**config.mk**
```make
export PLATFORM = sky130hd
export DESIGN_NAME = timer_ctrl_flat
export DESIGN_NICKNAME = d
export VERILOG_FILES = /design/src/rtl/timer_ctrl_if.sv /design/src/rtl/timer_ctrl.sv /design/src/flat_wrapper.sv
export SDC_FILE = /design/constraint.sdc
export NUM_CORES = 1
export LEC_CHECK = 0
export ABC_AREA = 1
export BUFFER_PORTS_ARGS = -buffer_cell sky130_fd_sc_hd__buf_2
export CORE_MARGIN = 4
export CORE_UTILIZATION = 45
export DETAILED_ROUTE_END_ITERATION = 6
export PLACE_DENSITY = 0.71
export SLEW_MARGIN = 30
export SYNTH_ARGS = -nofsm -noshare
export SYNTH_HDL_FRONTEND = slang
export SYNTH_SLANG_ARGS = --single-unit
```
**constraint.sdc**
```tcl
create_clock -name clk -period 2.35 [get_ports clk]
set_clock_uncertainty 0.15 [all_clocks]
set_input_delay 0.47 -clock clk [delete_from_list [all_inputs] [get_ports clk]]
set_output_delay 0.47 -clock clk [all_outputs]
set_load 0.02 [all_outputs]
```
**src/rtl/timer_ctrl_if.sv**
```systemverilog
// Bus between the control/register logic plus the external counter (master side)
// and the timer sequencer (slave side).
// Command semantics: start and stop are level-sampled commands with no ready
// return; a command is taken on any posedge where it is high and the current
// state accepts it, and stop takes precedence over start in every state.
interface timer_ctrl_if #(
    parameter int WIDTH      = 8,
    parameter int PRESCALE_W = 4
);
    logic                  start;
    logic                  stop;
    logic                  mode;
    logic [WIDTH-1:0]      cmp_val;
    logic [PRESCALE_W-1:0] prescale;
    logic [WIDTH-1:0]      cnt_val;
    logic                  irq_ack;
    logic                  cnt_clr;
    logic                  cnt_en;
    logic                  busy;
    logic                  tick;
    logic                  irq;
    logic [1:0]            dbg_state;

    modport master (
        output start, stop, mode, cmp_val, prescale, cnt_val, irq_ack,
        input  cnt_clr, cnt_en, busy, tick, irq, dbg_state
    );

    modport slave (
        input  start, stop, mode, cmp_val, prescale, cnt_val, irq_ack,
        output cnt_clr, cnt_en, busy, tick, irq, dbg_state
    );
endinterface

```
**src/rtl/timer_ctrl.sv**
```systemverilog
// Sequencer for an external up-counter: clears/enables the counter, divides the
// count rate by a prescaler, detects the compare terminal count, and raises a
// terminal tick plus a sticky interrupt. Outputs depend only on registered state,
// the prescaler and the counter value.
module timer_ctrl #(
    parameter int WIDTH      = 8,
    parameter int PRESCALE_W = 4
) (
    input  logic         clk,
    input  logic         reset,
    timer_ctrl_if.slave  bus
);
    typedef enum logic [1:0] {
        IDLE  = 2'd0,
        CLEAR = 2'd1,
        RUN   = 2'd2,
        DONE  = 2'd3
    } state_t;

    state_t                state, state_nxt;
    logic [PRESCALE_W-1:0] psc;
    logic                  mode_lat;
    logic [WIDTH-1:0]      cmp_lat;
    logic [PRESCALE_W-1:0] prescale_lat;
    logic                  irq_r;
    logic                  strobe;
    logic                  term;
    logic                  latch_cfg;

    // Prescaler strobe and terminal-count detect.
    always_comb begin
        strobe = (state == RUN) && (psc == prescale_lat);
        term   = strobe && (bus.cnt_val == cmp_lat);
    end

    // Next-state and output decode; outputs never look at start/stop/irq_ack.
    always_comb begin
        state_nxt   = state;
        latch_cfg   = 1'b0;
        bus.cnt_clr = 1'b0;
        bus.cnt_en  = 1'b0;
        bus.busy    = 1'b0;
        bus.tick    = 1'b0;
        case (state)
            IDLE: begin
                bus.cnt_clr = 1'b1;
                if (bus.start && !bus.stop) begin
                    latch_cfg = 1'b1;
                    state_nxt = CLEAR;
                end
            end
            CLEAR: begin
                bus.cnt_clr = 1'b1;
                bus.busy    = 1'b1;
                state_nxt   = bus.stop ? IDLE : RUN;
            end
            RUN: begin
                bus.busy    = 1'b1;
                bus.cnt_en  = strobe && !term;
                bus.tick    = term;
                // Periodic mode restarts the counter on the terminal cycle itself.
                bus.cnt_clr = term && mode_lat;
                if (bus.stop) begin
                    state_nxt = IDLE;
                end else if (term && !mode_lat) begin
                    state_nxt = DONE;
                end
            end
            DONE: begin
                if (bus.stop) begin
                    state_nxt = IDLE;
                end else if (bus.start) begin
                    latch_cfg = 1'b1;
                    state_nxt = CLEAR;
                end
            end
            default: state_nxt = IDLE;
        endcase
    end

    // State register.
    always_ff @(posedge clk) begin
        if (reset) begin
            state <= IDLE;
        end else begin
            state <= state_nxt;
        end
    end

    // Prescaler: counts 0..prescale_lat while staying in RUN, otherwise held at 0.
    always_ff @(posedge clk) begin
        if (reset) begin
            psc <= '0;
        end else if (state == RUN && state_nxt == RUN && !strobe) begin
            psc <= psc + 1'b1;
        end else begin
            psc <= '0;
        end
    end

    // Configuration snapshot taken when a run is accepted.
    always_ff @(posedge clk) begin
        if (reset) begin
            mode_lat     <= 1'b0;
            cmp_lat      <= '0;
            prescale_lat <= '0;
        end else if (latch_cfg) begin
            mode_lat     <= bus.mode;
            cmp_lat      <= bus.cmp_val;
            prescale_lat <= bus.prescale;
        end
    end

    // Sticky interrupt: a tick wins over a simultaneous acknowledge.
    always_ff @(posedge clk) begin
        if (reset) begin
            irq_r <= 1'b0;
        end else if (bus.tick) begin
            irq_r <= 1'b1;
        end else if (bus.irq_ack) begin
            irq_r <= 1'b0;
        end
    end

    // Registered status exported on the bus.
    always_comb begin
        bus.irq       = irq_r;
        bus.dbg_state = state;
    end
endmodule

```
**src/flat_wrapper.sv**
```systemverilog
// flat-port wrapper written by rule: the top's interface ports become plain ports
module timer_ctrl_flat 
#(
    parameter int WIDTH      = 8,
    parameter int PRESCALE_W = 4
)
  (clk, reset, bus_start, bus_stop, bus_mode, bus_cmp_val, bus_prescale, bus_cnt_val, bus_irq_ack, bus_cnt_clr, bus_cnt_en, bus_busy, bus_tick, bus_irq, bus_dbg_state);
  timer_ctrl_if #(.WIDTH(WIDTH), .PRESCALE_W(PRESCALE_W)) bus_i ();
  input  logic clk;
  input  logic reset;
  input wire logic [$bits(bus_i.start)-1:0] bus_start;
  input wire logic [$bits(bus_i.stop)-1:0] bus_stop;
  input wire logic [$bits(bus_i.mode)-1:0] bus_mode;
  input wire logic [$bits(bus_i.cmp_val)-1:0] bus_cmp_val;
  input wire logic [$bits(bus_i.prescale)-1:0] bus_prescale;
  input wire logic [$bits(bus_i.cnt_val)-1:0] bus_cnt_val;
  input wire logic [$bits(bus_i.irq_ack)-1:0] bus_irq_ack;
  output wire logic [$bits(bus_i.cnt_clr)-1:0] bus_cnt_clr;
  output wire logic [$bits(bus_i.cnt_en)-1:0] bus_cnt_en;
  output wire logic [$bits(bus_i.busy)-1:0] bus_busy;
  output wire logic [$bits(bus_i.tick)-1:0] bus_tick;
  output wire logic [$bits(bus_i.irq)-1:0] bus_irq;
  output wire logic [$bits(bus_i.dbg_state)-1:0] bus_dbg_state;
  assign bus_i.start = bus_start;
  assign bus_i.stop = bus_stop;
  assign bus_i.mode = bus_mode;
  assign bus_i.cmp_val = bus_cmp_val;
  assign bus_i.prescale = bus_prescale;
  assign bus_i.cnt_val = bus_cnt_val;
  assign bus_i.irq_ack = bus_irq_ack;
  assign bus_cnt_clr = bus_i.cnt_clr;
  assign bus_cnt_en = bus_i.cnt_en;
  assign bus_busy = bus_i.busy;
  assign bus_tick = bus_i.tick;
  assign bus_irq = bus_i.irq;
  assign bus_dbg_state = bus_i.dbg_state;
  timer_ctrl #(.WIDTH(WIDTH), .PRESCALE_W(PRESCALE_W)) u_core (.clk(clk), .reset(reset), .bus(bus_i));
endmodule
```
Word level (Yosys, flattened, before mapping)

Index checks and enable logic that the tools add are counted.

Flip-flop bits (word level): 20
Output and inout port bits: 7
Input port bits: 26
Logic and storage cells: 48

Eq/ne operators: 6
Bitwise operators: 1
Reductions and logical operators: 17
Multiplexer cells: 17
Add/subtract/negate cells: 1

Operator list:

| cell                                          | count |
|---|---|
| two-way mux 2 bit                             | 6 |
| == test 8 bit                                 | 1 |
| logical AND 1 bit                             | 8 |
| two-way mux 1 bit                             | 8 |
| one-hot mux 2 bit (4 select lines)            | 1 |
| == test 2 bit, second input constant          | 3 |
| OR reduction 2 bit                            | 3 |
| adder 4 x 1 -> 4 bit, second input constant   | 1 |
| == test 4 bit                                 | 1 |
| zero test 1 bit                               | 4 |
| one-hot mux 1 bit (2 select lines)            | 2 |
| == test 2 x 1 -> 1 bit, second input constant | 1 |
| zero test 2 bit                               | 1 |
| nonzero test 2 bit                            | 1 |
| NOT 1 bit                                     | 1 |

Logic depth before layout (Yosys ltp)

Depth after elaboration: 12
Gate-level depth with buffers: 12
Depth with buffers taken out: 12

Least setup slack after synthesis

No wires, ideal clock.

Path type: register to output
From: register u_core.state[1] (netlist: u_core.bus.dbg_state[1])
To: output bus_cnt_clr
Arrival: 1.738 ns
Setup slack: -0.008 ns
Required time: 1.730 ns
Buffers on the path: 0
Stages on the path, launching flop included: 10
Path through: dfxtp_1 > ha_1 > inv_1 > nor2_2 > nand3_2 > nor2_2 > nand2_1 > inv_1 > nand2_1 > a21oi_1

Longest elaborated chain between the ends: 5
Elaborated cells between the ends (all ways): 8
Classes of those cells: eq/ne: 2; mux: 1; reduce/logical: 5

RTL lines:

| what                                   | RTL line                           | source |
|---|---|---|
| start, declared                        | timer_ctrl.sv:20                   | `state_t state, state_nxt;` |
| start signal, assigned                 | timer_ctrl.sv:86                   | `state <= state_nxt;` |
| == test 2 bit                          | timer_ctrl.sv:32, timer_ctrl.sv:44 |  |
| logical AND 1 bit                      | timer_ctrl.sv:32                   | `strobe = (state == RUN) && (psc == prescale_lat);` |
| logical AND 1 bit                      | timer_ctrl.sv:33                   | `term = strobe && (bus.cnt_val == cmp_lat);` |
| logical AND 1 bit                      | timer_ctrl.sv:62                   | `bus.cnt_clr = term && mode_lat;` |
| one-hot mux 1 bit (2 select lines) (*) | timer_ctrl.sv:44                   | `case (state)` |
| end, declared                          | flat_wrapper.sv:18                 | `output wire logic [$bits(bus_i.cnt_clr)-1:0] bus_cnt_clr;` |

Mark *: on every way between the ends. The rest lies on a longest branch, timed or not.

Worst setup path after layout

From: register u_core.state[0] (netlist: u_core.bus.dbg_state[0])
To: output bus_cnt_en

Longest elaborated chain between the ends: 6

RTL lines:

| what                  | RTL line                           | source |
|---|---|---|
| == test 2 bit (*)     | timer_ctrl.sv:32, timer_ctrl.sv:44 |  |
| logical AND 1 bit     | timer_ctrl.sv:32                   |  |
| logical AND 1 bit     | timer_ctrl.sv:33                   |  |
| zero test 1 bit       | timer_ctrl.sv:59                   | `bus.cnt_en = strobe && !term;` |
| logical AND 1 bit     | timer_ctrl.sv:59                   |  |
| two-way mux 1 bit (*) | timer_ctrl.sv:44                   |  |
| end, declared         | flat_wrapper.sv:19                 | `output wire logic [$bits(bus_i.cnt_en)-1:0] bus_cnt_en;` |

Marked as above.

==> impl_metrics.yaml <==
synth:
  synth-simple-area-share: 0.302
  synth_top_family_by_area: "simple AND/OR/NAND/NOR gates"
  synth_area_leaders: "dfxtp_1 35%, nand2_1 12%, inv_1 11%"
  synth_seq_area_share: 0.350
  synth.cell_area_sq_mm: 0.00114
  synth_xor_area_frac: 0.0153
  yosysTopAreaCell: "dfxtp_1"
  synth_top_area_frac: 0.350
  yosys_warnings: 0
  synth_compound_area_frac: 0.150
  synth.ff_latch_count: 20
  synth_fp_nets: 201
  synthMuxAreaShare: 0
  syn_inst: 170
  synth_cell_types: 23
  synthAdderAreaFrac: 0.0548
  synth.avg_cell_area_sq_um: 6.72
drt:
  vias_per_cell: 4.90
  vias: 1146
  drt_wl_total_microns: 2560
  drcViolationCount: 0
  wl_per_cell_microns: 10.9
  drtIter0Drc: 32
  firstDrtPassIters: 4
  ant_nets: 0
grt:
  grt_max_degree: 25
  first_global_vias: 1088
  antenna_found_initial: 0
  grt_pass1_wl_microns: 4240
  track_usage: 0.158
  gr-total-overflow: 0
placement:
  gp_congestion: 0.878
  dpl.hpwl_microns: 1950
  port_buffers: 32
  pre_cts_ws_ps: 187
sta:
  setup_viol: 0
  max-slew-margin-rel: 0.593
  rsz0062_at_grt: "true"
  worstMarginPinSlew_ps: 609
  worst_hold_slack_ps: 225
  hold_viol_final: 0
  maxSlewViolCount: 0
  fin_crit_sh: 0.957
  finalCriticalPeriod_ps: 2250
  fmax_mhz: 445
  setup_slack_ps: 101
power_and_ir_drop:
  p_per_area_mw_per_mm2: 488
  p_leak_nw: 0.715
  ir_drop_mv: 0.324
layout:
  fillerInstances: 227
  nNetsFinal: 238
  antenna_cells: 0
  register_area_sq_um: 407
  syn_to_final_growth_pct: 25.0
  final_layout_size_suffix_gt1_frac: 0.316
  multi_input_area_sq_um: 628
die:
  die_h_microns: 58.4
  core_area_sq_mm: 0.00232
  initial_core_util: 0.493
  rows: 17
  ios: 33
  dieArea_sq_mm: 0.00341
  die_width_microns: 58.4
worst_setup_path:
  critical_path_arrival_ps: 1630
  r2r_slack_ps: 280
  cp-start-kind: "flip-flop"
  path_class: "reg2out"
  reg2reg_depth: 6
  startpoint: "u_core.bus.dbg_state[0]"
  reg2reg_from: "u_core.bus.dbg_state[1]"
  required_ps: 1730
  crit_fanout: 3
  critPathMaxStageDelay_ps: 370
  path_cells: "inv_4 -> ha_4 -> inv_4 -> nor2_4 -> nand3_2 -> nor2_4 -> buf_4 -> inv_1 -> nor2_1 -> buf_2"
  crit_slowest_cell: "dfxtp_4"
  worstReg2RegEnd: "u_core.mode_lat"
  endpoint_kind: "primary output"
  crit_end: "bus_cnt_en"
cts:
  cts_root_buf: "clkbuf_4"
  cts_buffers: 3
  clkTransAtPathRegs_ps: 100
  postCtsHoldBufs: 0
  h-tree-depth: 1
  clk_latency_ps: 300
  cts_max_path_buffers: 2
  clock_sinks: 20
  tritoncts: "built"
status:
  status: "complete, no violations"
run:
  max-cap-violations: 0
worst_hold_path:
  hp-class: "in2reg"
==> state kept, by name, summed over array words and instances, names as in the netlist <==
register,flops
u_core.psc,4
u_core.mode_lat,1
u_core.prescale_lat,4
u_core.bus.irq,1
u_core.bus.dbg_state,2
u_core.cmp_lat,8
==> cells in the final DEF (no fill, tap or decap), types with 3 or more instances in the layout <==
cell      synthesis  routed
nand2_1          36      34
inv_1            34      31
buf_2             2      31
nor2_1           17      17
dfxtp_1          20      17
a21oi_1          17      16
o21ai_0          14      14
nand2_2           2       4
nor2_2            6       4
ha_1              5       4
buf_4             0       4
nor2_4            1       3
nand3_2           3       3
nand3_1           3       3
clkbuf_4          0       3
==> through the flow <==
| stage | cell area [sq um] | total power [W] | setup TNS [ps] | utilization | instances |
|---|---|---|---|---|---|
| 3_3_place_gp | 1330 | 0.000492 | 0 | 0.573 | 227 |
| 5_1_grt | 1430 | 0.000739 | -32.4 | 0.616 | 234 |
| 3_5_place_dp | 1330 | 0.000497 | 0 | 0.573 | 227 |
| 2_1_floorplan | 1150 | 0.000457 | 0 | - | 170 |
| 6_report | 1430 | 0.000696 | 0 | 0.616 | 234 |
| 4_1_cts | 1400 | 0.000703 | 0 | 0.604 | 234 |
==> cells by family (layout without fill, tap and decap cells) <==
kind of cell,count (synthesis),count (layout)
compound gates,33,33
simple gates,72,72
buf+inv,38,74
fa+ha+maj,5,5
flops,20,20
xor+xnor,2,2
==> critical path, delay by kind of cell, from the launching register on <==
family | cells | cell delay (ps)
buf+inv | 5 | 440
flops | 1 | 370
simple gates | 4 | 360
fa+ha+maj | 1 | 150
==> per-layer routing <==
metal  GRT usage  up-vias  wire length (microns)
li1            -      592                      -
met1       0.186      520                   1030
met2       0.274       26                   1350
met3      0.0329        8                    115
met4      0.0728        0                     68
met5           0        -                      0
==> cell usage after synthesis <==
cell type / count
ha_1: 5
nor2_2: 6
nor3_2: 1
nand2_2: 2
clkbuf_1: 1
buf_2: 2
xnor2_1: 1
inv_2: 1
o21ai_0: 14
a21oi_1: 17
o21a_1: 1
nor2_4: 1
nand3_2: 3
a21oi_2: 1
or2_1: 1
nor2_1: 17
dfxtp_1: 20
nand3_1: 3
inv_1: 34
nand2_1: 36
nand3_4: 1
or2_0: 1
xor2_1: 1
==> worst min-delay path by stage <==
| stage | start | endpoint | slack [ps] | cells after the start |
|---|---|---|---|---|
| floorplan | u_core.cmp_lat[2] | u_core.cmp_lat[2] | 290 | 2 |
| global placement | u_core.cmp_lat[2] | u_core.cmp_lat[2] | 300 | 2 |
| detailed placement | u_core.cmp_lat[3] | u_core.cmp_lat[3] | 310 | 2 |
| CTS | reset | u_core.bus.dbg_state[1] | 210 | 2 |
| global route | reset | u_core.bus.irq | 220 | 2 |
| finish | reset | u_core.bus.dbg_state[1] | 220 | 2 |
==> cell type report <==
cell class	count	area share
clock buffer	4	0.0254
inverter	35	0.0955
multi-input combinational	112	0.440
sequential	20	0.285
tap	28	0.0245
timing repair buffer	35	0.130
==> what timing repair did <==
item                       CTS  global route
buffers inserted             3             0
pin swaps                    3             1
resized for setup            8             8
setup endpoints to repair    2             2
cloned                       0             0
==> where the power goes <==
group | switching [W] | leakage [nW] | internal (W)
Sequential | 0.0000107 | 0.165 | 0.000358
Clock | 0.000103 | 0.0210 | 0.0000945
Combinational | 0.0000773 | 0.529 | 0.0000528
Total | 0.000191 | 0.715 | 0.000505
(Power assumes the default switching activity.)
